--- src/rtl/am_ask_pkg.sv ---
// am_ask_pkg -- types and constants shared by the AM/ASK modulator.
//   state_e     : ASK symbol FSM states (IDLE, SEND)
//   mode_e      : modulation select (AM = analog envelope, ASK = bit envelope)
//   MID         : offset-binary zero level
//   LUT_AW      : sine table index width
//   SINE_PEAK   : sine table amplitude
//   am_envelope : clamp(MID + ((am_in - MID) * depth >>> 8), 0, 255)
package am_ask_pkg;

    typedef enum logic {IDLE = 1'b0, SEND = 1'b1} state_e;
    typedef enum logic {AM = 1'b0, ASK = 1'b1} mode_e;

    localparam int unsigned MID       = 128;
    localparam int unsigned LUT_AW    = 8;
    localparam int unsigned SINE_PEAK = 127;

    function automatic logic [7:0] am_envelope(input logic [7:0] am_in,
                                               input logic [7:0] depth);
        logic signed [8:0]  centred;
        logic signed [17:0] prod;
        logic signed [17:0] sum;
        centred = $signed({1'b0, am_in}) - 9'sd128;
        prod    = 18'(centred) * 18'($signed({1'b0, depth}));
        sum     = 18'sd128 + (prod >>> 8);
        if (sum < 0)
            return 8'd0;
        else if (sum > 18'sd255)
            return 8'd255;
        else
            return sum[7:0];
    endfunction

endpackage

--- src/rtl/am_ask_mod_sine_lut.sv ---
// sine_lut -- registered 256-point sine, amplitude +/-SINE_PEAK, built from a
// 64-entry quarter-wave ROM unfolded by quadrant symmetry.
//   clk  : clock (rising edge)
//   rst  : asynchronous active-high reset, clears the output to 0
//   idx  : phase index, LUT_AW bits (full circle = 2^LUT_AW)
//   sine : two's-complement sine sample, valid one cycle after idx
module sine_lut
    import am_ask_pkg::*;
(
    input  logic              clk,
    input  logic              rst,
    input  logic [LUT_AW-1:0] idx,
    output logic [7:0]        sine
);

    // round(127 * sin(2*pi*k/256)), k = 0..63
    localparam logic [6:0] QUARTER [64] = '{
          0,   3,   6,   9,  12,  16,  19,  22,
         25,  28,  31,  34,  37,  40,  43,  46,
         49,  51,  54,  57,  60,  63,  65,  68,
         71,  73,  76,  78,  81,  83,  85,  88,
         90,  92,  94,  96,  98, 100, 102, 104,
        106, 107, 109, 111, 112, 113, 115, 116,
        117, 118, 120, 121, 122, 122, 123, 124,
        125, 125, 126, 126, 126, 127, 127, 127
    };

    logic [1:0] quad;
    logic [5:0] off;
    logic [6:0] mag;

    // Falling quadrants read the table mirrored (64 - off); off = 0 there is
    // the crest, which lies one entry beyond the stored quarter.
    always_comb begin
        quad = idx[LUT_AW-1 -: 2];
        off  = idx[LUT_AW-3:0];
        mag  = '0;
        if (!quad[0])
            mag = QUARTER[off];
        else if (off == '0)
            mag = 7'(SINE_PEAK);
        else
            mag = QUARTER[6'(7'd64 - {1'b0, off})];
    end

    always_ff @(posedge clk or posedge rst) begin
        if (rst)
            sine <= '0;
        else
            sine <= quad[1] ? (8'd0 - {1'b0, mag}) : {1'b0, mag};
    end

endmodule

--- src/rtl/am_ask_mod.sv ---
// am_ask_mod -- AM / ASK modulator: NCO sine carrier scaled by an envelope.
//   clk, rst              : clock, asynchronous active-high reset
//   mode                  : 0 = AM (envelope from am_in), 1 = ASK (from bits)
//   fcw                   : carrier frequency control word (PHASE_W bits)
//   mod_depth             : modulation depth 0..255
//   sym_len               : clocks per ASK symbol (0 treated as 1)
//   am_in                 : offset-binary baseband sample, 128 = zero
//   bit_in/bit_valid/bit_ready : ASK bit handshake
//   busy                  : high while an ASK symbol is being sent
//   d_out                 : offset-binary modulated sample, 3 cycles after
//                           the phase/envelope registers
// Build option: AM_ASK_MOD_PHASE_RST_EN clears the phase accumulator on every
// accepted bit (phase-coherent symbols); otherwise the carrier runs freely.
module am_ask_mod
    import am_ask_pkg::*;
#(
    parameter int PHASE_W = 24,
    parameter int SYM_W   = 16
) (
    input  logic               clk,
    input  logic               rst,
    input  logic               mode,
    input  logic [PHASE_W-1:0] fcw,
    input  logic [7:0]         mod_depth,
    input  logic [SYM_W-1:0]   sym_len,
    input  logic [7:0]         am_in,
    input  logic               bit_in,
    input  logic               bit_valid,
    output logic               bit_ready,
    output logic               busy,
    output logic [7:0]         d_out
);

    logic [PHASE_W-1:0] phase;
    state_e             state;
    logic [SYM_W-1:0]   remain;
    logic [SYM_W-1:0]   sym_cycles;
    logic [7:0]         env;
    logic [7:0]         env_d1;
    logic [7:0]         bit_env;
    logic [7:0]         sine;
    logic signed [16:0] prod;
    logic signed [7:0]  scaled;
    logic               is_ask;
    logic               accept;

    assign is_ask     = (mode_e'(mode) == ASK);
    assign sym_cycles = (sym_len == '0) ? SYM_W'(1) : sym_len;
    assign bit_env    = bit_in ? 8'hFF : (8'hFF - mod_depth);
    assign busy       = (state == SEND);
    assign accept     = bit_valid && bit_ready;

    // Combinational so the handshake is live from the first cycle after reset;
    // remain == 0 marks the last cycle of the current symbol.
    always_comb begin
        bit_ready = !rst && is_ask && (state == IDLE || remain == '0);
    end

    always_ff @(posedge clk or posedge rst) begin
        if (rst) begin
            state  <= IDLE;
            remain <= '0;
            env    <= '0;
        end else if (!is_ask) begin
            state  <= IDLE;
            remain <= '0;
            env    <= am_envelope(am_in, mod_depth);
        end else if (accept) begin
            state  <= SEND;
            remain <= sym_cycles - SYM_W'(1);
            env    <= bit_env;
        end else if (state == SEND && remain != '0) begin
            remain <= remain - SYM_W'(1);
        end else begin
            state  <= IDLE;
            remain <= '0;
            env    <= '0;
        end
    end

    always_ff @(posedge clk or posedge rst) begin
        if (rst)
            phase <= '0;
`ifdef AM_ASK_MOD_PHASE_RST_EN
        else if (accept)
            phase <= '0;
`endif
        else
            phase <= phase + fcw;
    end

    // Stage 1: sine lookup (registered inside sine_lut); env is delayed to match.
    sine_lut u_sine_lut (
        .clk  (clk),
        .rst  (rst),
        .idx  (phase[PHASE_W-1 -: LUT_AW]),
        .sine (sine)
    );

    // |sine*env| <= 127*255, so the scaled product always fits in 8 signed bits.
    always_comb begin
        scaled = 8'(prod >>> 8);
    end

    // Stage 2: multiply, stage 3: offset add.
    always_ff @(posedge clk or posedge rst) begin
        if (rst) begin
            env_d1 <= '0;
            prod   <= '0;
            d_out  <= 8'(MID);
        end else begin
            env_d1 <= env;
            prod   <= 17'($signed(sine)) * 17'($signed({1'b0, env_d1}));
            d_out  <= scaled + 8'(MID);
        end
    end

endmodule

--- config.mk ---
export PLATFORM = sky130hd
export DESIGN_NAME = am_ask_mod
export DESIGN_NICKNAME = d
export VERILOG_FILES = /design/src/rtl/am_ask_pkg.sv /design/src/rtl/am_ask_mod_sine_lut.sv /design/src/rtl/am_ask_mod.sv
export SDC_FILE = /design/constraint.sdc
export NUM_CORES = 1
export LEC_CHECK = 0
export ABC_AREA = 1
export BUFFER_PORTS_ARGS = -buffer_cell sky130_fd_sc_hd__buf_2
export CAP_MARGIN = 20
export CORE_ASPECT_RATIO = 2
export CORE_UTILIZATION = 39
export DETAILED_ROUTE_END_ITERATION = 8
export PLACE_DENSITY = 0.64
export SETUP_SLACK_MARGIN = 0.1
export SYNTH_ARGS = -nofsm -noshare
export SYNTH_HDL_FRONTEND = slang
export SYNTH_SLANG_ARGS = --single-unit
--- constraint.sdc ---
create_clock -name clk -period 5.2 [get_ports clk]
set_input_delay 0.52 -clock clk [delete_from_list [all_inputs] [get_ports clk]]
set_output_delay 0.52 -clock clk [all_outputs]
set_load 0.02 [all_outputs]
==> metrics.cfg <==
[layout]
layout.cells.most_common = sky130_fd_sc_hd__nand2_1
final_cell_mix = sky130_fd_sc_hd__nand2_1 (349), sky130_fd_sc_hd__inv_1 (277), sky130_fd_sc_hd__ha_1 (104)
finalNetCount = 1721
filler_cell_count = 2713
syn_to_final_growth_pct = 8.57
share_of_cells_above_drive_strength_1_pct = 8.10
antenna_cells = 0

[synthesis]
synthesized_net_count = 1677
yosys.area.top_type = sky130_fd_sc_hd__dfrtp_1
synth_top_cells_by_area = sky130_fd_sc_hd__dfrtp_1 (19%), sky130_fd_sc_hd__fa_1 (18%), sky130_fd_sc_hd__nand2_1 (13%), sky130_fd_sc_hd__ha_1 (13%), sky130_fd_sc_hd__inv_1 (10%)
netlist_instances = 1421
ys_seq_elements = 81
syn_avg_cell_area_um2 = 7.31
ys_types = 43
share_of_the_yosys_chip_area_belonging_to_registers_pct = 19.5
netlist_area_um2 = 10400
synth.top_cell.area_share_pct = 19.3
yosysWarnings = 0

[setup_path]
worst_path_largest_cell_delay_ps = 560
end_kind = register
critical_path_peak_fanout = 8
critical-path-top-delay-family = adder cells
setup.worst_path.start_class = primary input
required_ps = 5410
cp_cell_sequence = buf_2 > inv_1 > or2_2 > fa_1 > fa_1 > inv_1 > fa_1 > inv_1 > fa_1 > inv_1 > ha_1 > a21oi_1 > o21ai_0 > a21oi_1 > nand3_1 > nand2_1 > nand3_1 > nand2_1 > nand2_1 > nand2_1 > nand3_1
cp_num_buf_inv = 5
setup.worst_path.class = in2reg
timing.critical_path.arrival_ps = 4950
critPathSlowestCell = sky130_fd_sc_hd__fa_1

[clocking]
clockBufferDepth = 2
cts_tree = done
numCtsBuffers = 9
clock_tree.htree_level_count = 3
cts_setup_buffers = 0
worstSkewPairLatency_ps = 370
ctsHoldBuffers = 0
ctsRootBufferMaster = sky130_fd_sc_hd__clkbuf_16
cts.sink_count = 81
post_cts_resized = 0
clk_pin_slew_ps = 70

[floorplan]
design.portCount = 71
std_cell_rows = 84
die_footprint_um2 = 27300
die_height_um = 233
core_area_um2 = 26200
floorplan.die.width_um = 117
initial_core_util_pct = 39.7

[timing]
layout_min_cycle_time_ps = 4740
number_of_endpoints_with_negative_hold_slack_in_the_final_report = 0
fmax_ghz = 0.211
finalSetupViolations = 0
final.period_utilization_pct = 91.2
tightestPinTransition_ps = 868
skew_ps = 15.6
grt_setup_unrepaired = no
slew_viol_final = 0
setup_tns_ps = 0
slew_headroom_pct = 41.9

[global_routing]
largest_net_degree_at_the_start_of_global_routing = 59
grt.busiest_layer = met2
gr-usage-met3_pct = 2.16
globalRouteTotalUtil_pct = 20.9
groute.layer.met2.usage_pct = 43.3
grt_first_pass_wirelength_mm = 45.0
grt_pass1_vias = 9509
antenna_found_initial = 0
gr-total-overflow = 0
grt.met1_usage_pct = 18.5

[routing]
route.detailed.drc = 0
route.detailed.wl_per_inst_um = 14.8
via_per_inst = 5.07
via_count = 9190
postRouteAntennaNets = 0
detailedRoute.firstPassIterationCount = 5
total_detailed_routing_wirelength_mm = 26.9
initialDrtViolationCount = 488

[worst_hold_path]
timing.hold.worst.class = in2async

[place]
routabilityCongestion = 0.927
hpwl_mm = 22.4
io_buffers = 70

[run_status]
status = complete, no violations

[run]
maxCapViolations = 0

==> logic make-up after synthesis <==
kind of cell	count (synthesis)	share of synthesized area, %
AO/OA/AOI/OAI	176	9.52
adder cells (fa/ha/maj)	195	30.1
buffers and inverters	326	12.2
XOR/XNOR	58	4.89
AND/OR/NAND/NOR	585	23.7
flip-flops	81	19.5
==> metal layers <==
metal,up-vias,part of all wire [%]
li1,4518,-
met1,4396,34
met2,206,58
met3,70,2.6
met4,0,5.4
met5,-,0
==> worst paths after layout <==
kind | from | slack, ps | depth (start not counted) | endpoint
worst max-delay path | mod_depth[5] | 460 | 21 | env[5]
worst min-delay path | rst | 140 | 2 | remain[14]
worst max register to register | u_sine_lut.sine[7] | 510 | 15 | prod[15]
worst min register to register | prod[13] | 350 | 0 | d_out[5]
max in group asynchronous | rst | 3920 | 3 | phase[15]
min in group clk | prod[13] | 350 | 0 | d_out[5]
==> registers in the layout, indices dropped and copies added, names as in the netlist <==
name             count
busy                 1
d_out                8
env                  8
env_d1               8
phase               24
prod                 8
remain              16
u_sine_lut.sine      8
==> synthesized netlist by cell type <==
master,n
sky130_fd_sc_hd__nor2_1,83
sky130_fd_sc_hd__or2_1,1
sky130_fd_sc_hd__buf_4,1
sky130_fd_sc_hd__clkbuf_1,25
sky130_fd_sc_hd__clkbuf_2,1
sky130_fd_sc_hd__nand3_1,92
sky130_fd_sc_hd__a22oi_1,1
sky130_fd_sc_hd__o21bai_1,3
sky130_fd_sc_hd__o21a_1,4
sky130_fd_sc_hd__nand3_2,2
sky130_fd_sc_hd__fa_1,91
sky130_fd_sc_hd__a31oi_1,3
sky130_fd_sc_hd__nor2_4,2
sky130_fd_sc_hd__nand3b_1,4
sky130_fd_sc_hd__a21boi_0,2
sky130_fd_sc_hd__o22ai_1,10
sky130_fd_sc_hd__nor2_2,3
sky130_fd_sc_hd__nand4_1,11
sky130_fd_sc_hd__buf_2,9
sky130_fd_sc_hd__o31ai_1,2
sky130_fd_sc_hd__o21ai_1,6
sky130_fd_sc_hd__inv_1,278
sky130_fd_sc_hd__xor2_1,37
sky130_fd_sc_hd__a21oi_1,69
sky130_fd_sc_hd__xnor2_1,21
sky130_fd_sc_hd__dfrtp_1,80
sky130_fd_sc_hd__and3_1,1
sky130_fd_sc_hd__a21o_1,10
sky130_fd_sc_hd__o21ai_0,53
sky130_fd_sc_hd__a311oi_1,2
sky130_fd_sc_hd__clkinv_1,1
sky130_fd_sc_hd__dfstp_2,1
sky130_fd_sc_hd__or2_2,7
sky130_fd_sc_hd__a211oi_1,3
sky130_fd_sc_hd__nand2_2,7
sky130_fd_sc_hd__nand2_1,349
sky130_fd_sc_hd__o211ai_1,7
sky130_fd_sc_hd__ha_1,104
sky130_fd_sc_hd__nor4_1,6
sky130_fd_sc_hd__o21ai_2,1
sky130_fd_sc_hd__nor3_1,17
sky130_fd_sc_hd__inv_2,7
sky130_fd_sc_hd__buf_6,4
==> final cells by class <==
| type | count | area, um^2 | area share, % |
|---|---|---|---|
| Inverter | 286 | 1070 | 9.53 |
| Clock inverter | 5 | 38.8 | 0.344 |
| Sequential cell | 81 | 2030 | 18.0 |
| Tap cell | 344 | 430 | 3.82 |
| Clock buffer | 11 | 243 | 2.15 |
| Timing Repair Buffer | 73 | 373 | 3.31 |
| Multi-Input combinational cell | 1014 | 7080 | 62.8 |
==> through the flow <==
step                      area, um^2  setup WS (ps)  hold slack [ps]  util (%)  cells
after floorplan                10400            345              331         -   1421
after global placement         11000            166              333      42.0   1798
after detailed placement       11000            122              336      42.0   1798
after CTS                      11300            476              138      43.1   1814
after global routing           11300            170              162      43.1   1814
final                          11300            458              138      43.1   1814
Power is not shown: default switching activity piles up to over one toggle a cycle in this logic, so the estimate is an artifact.
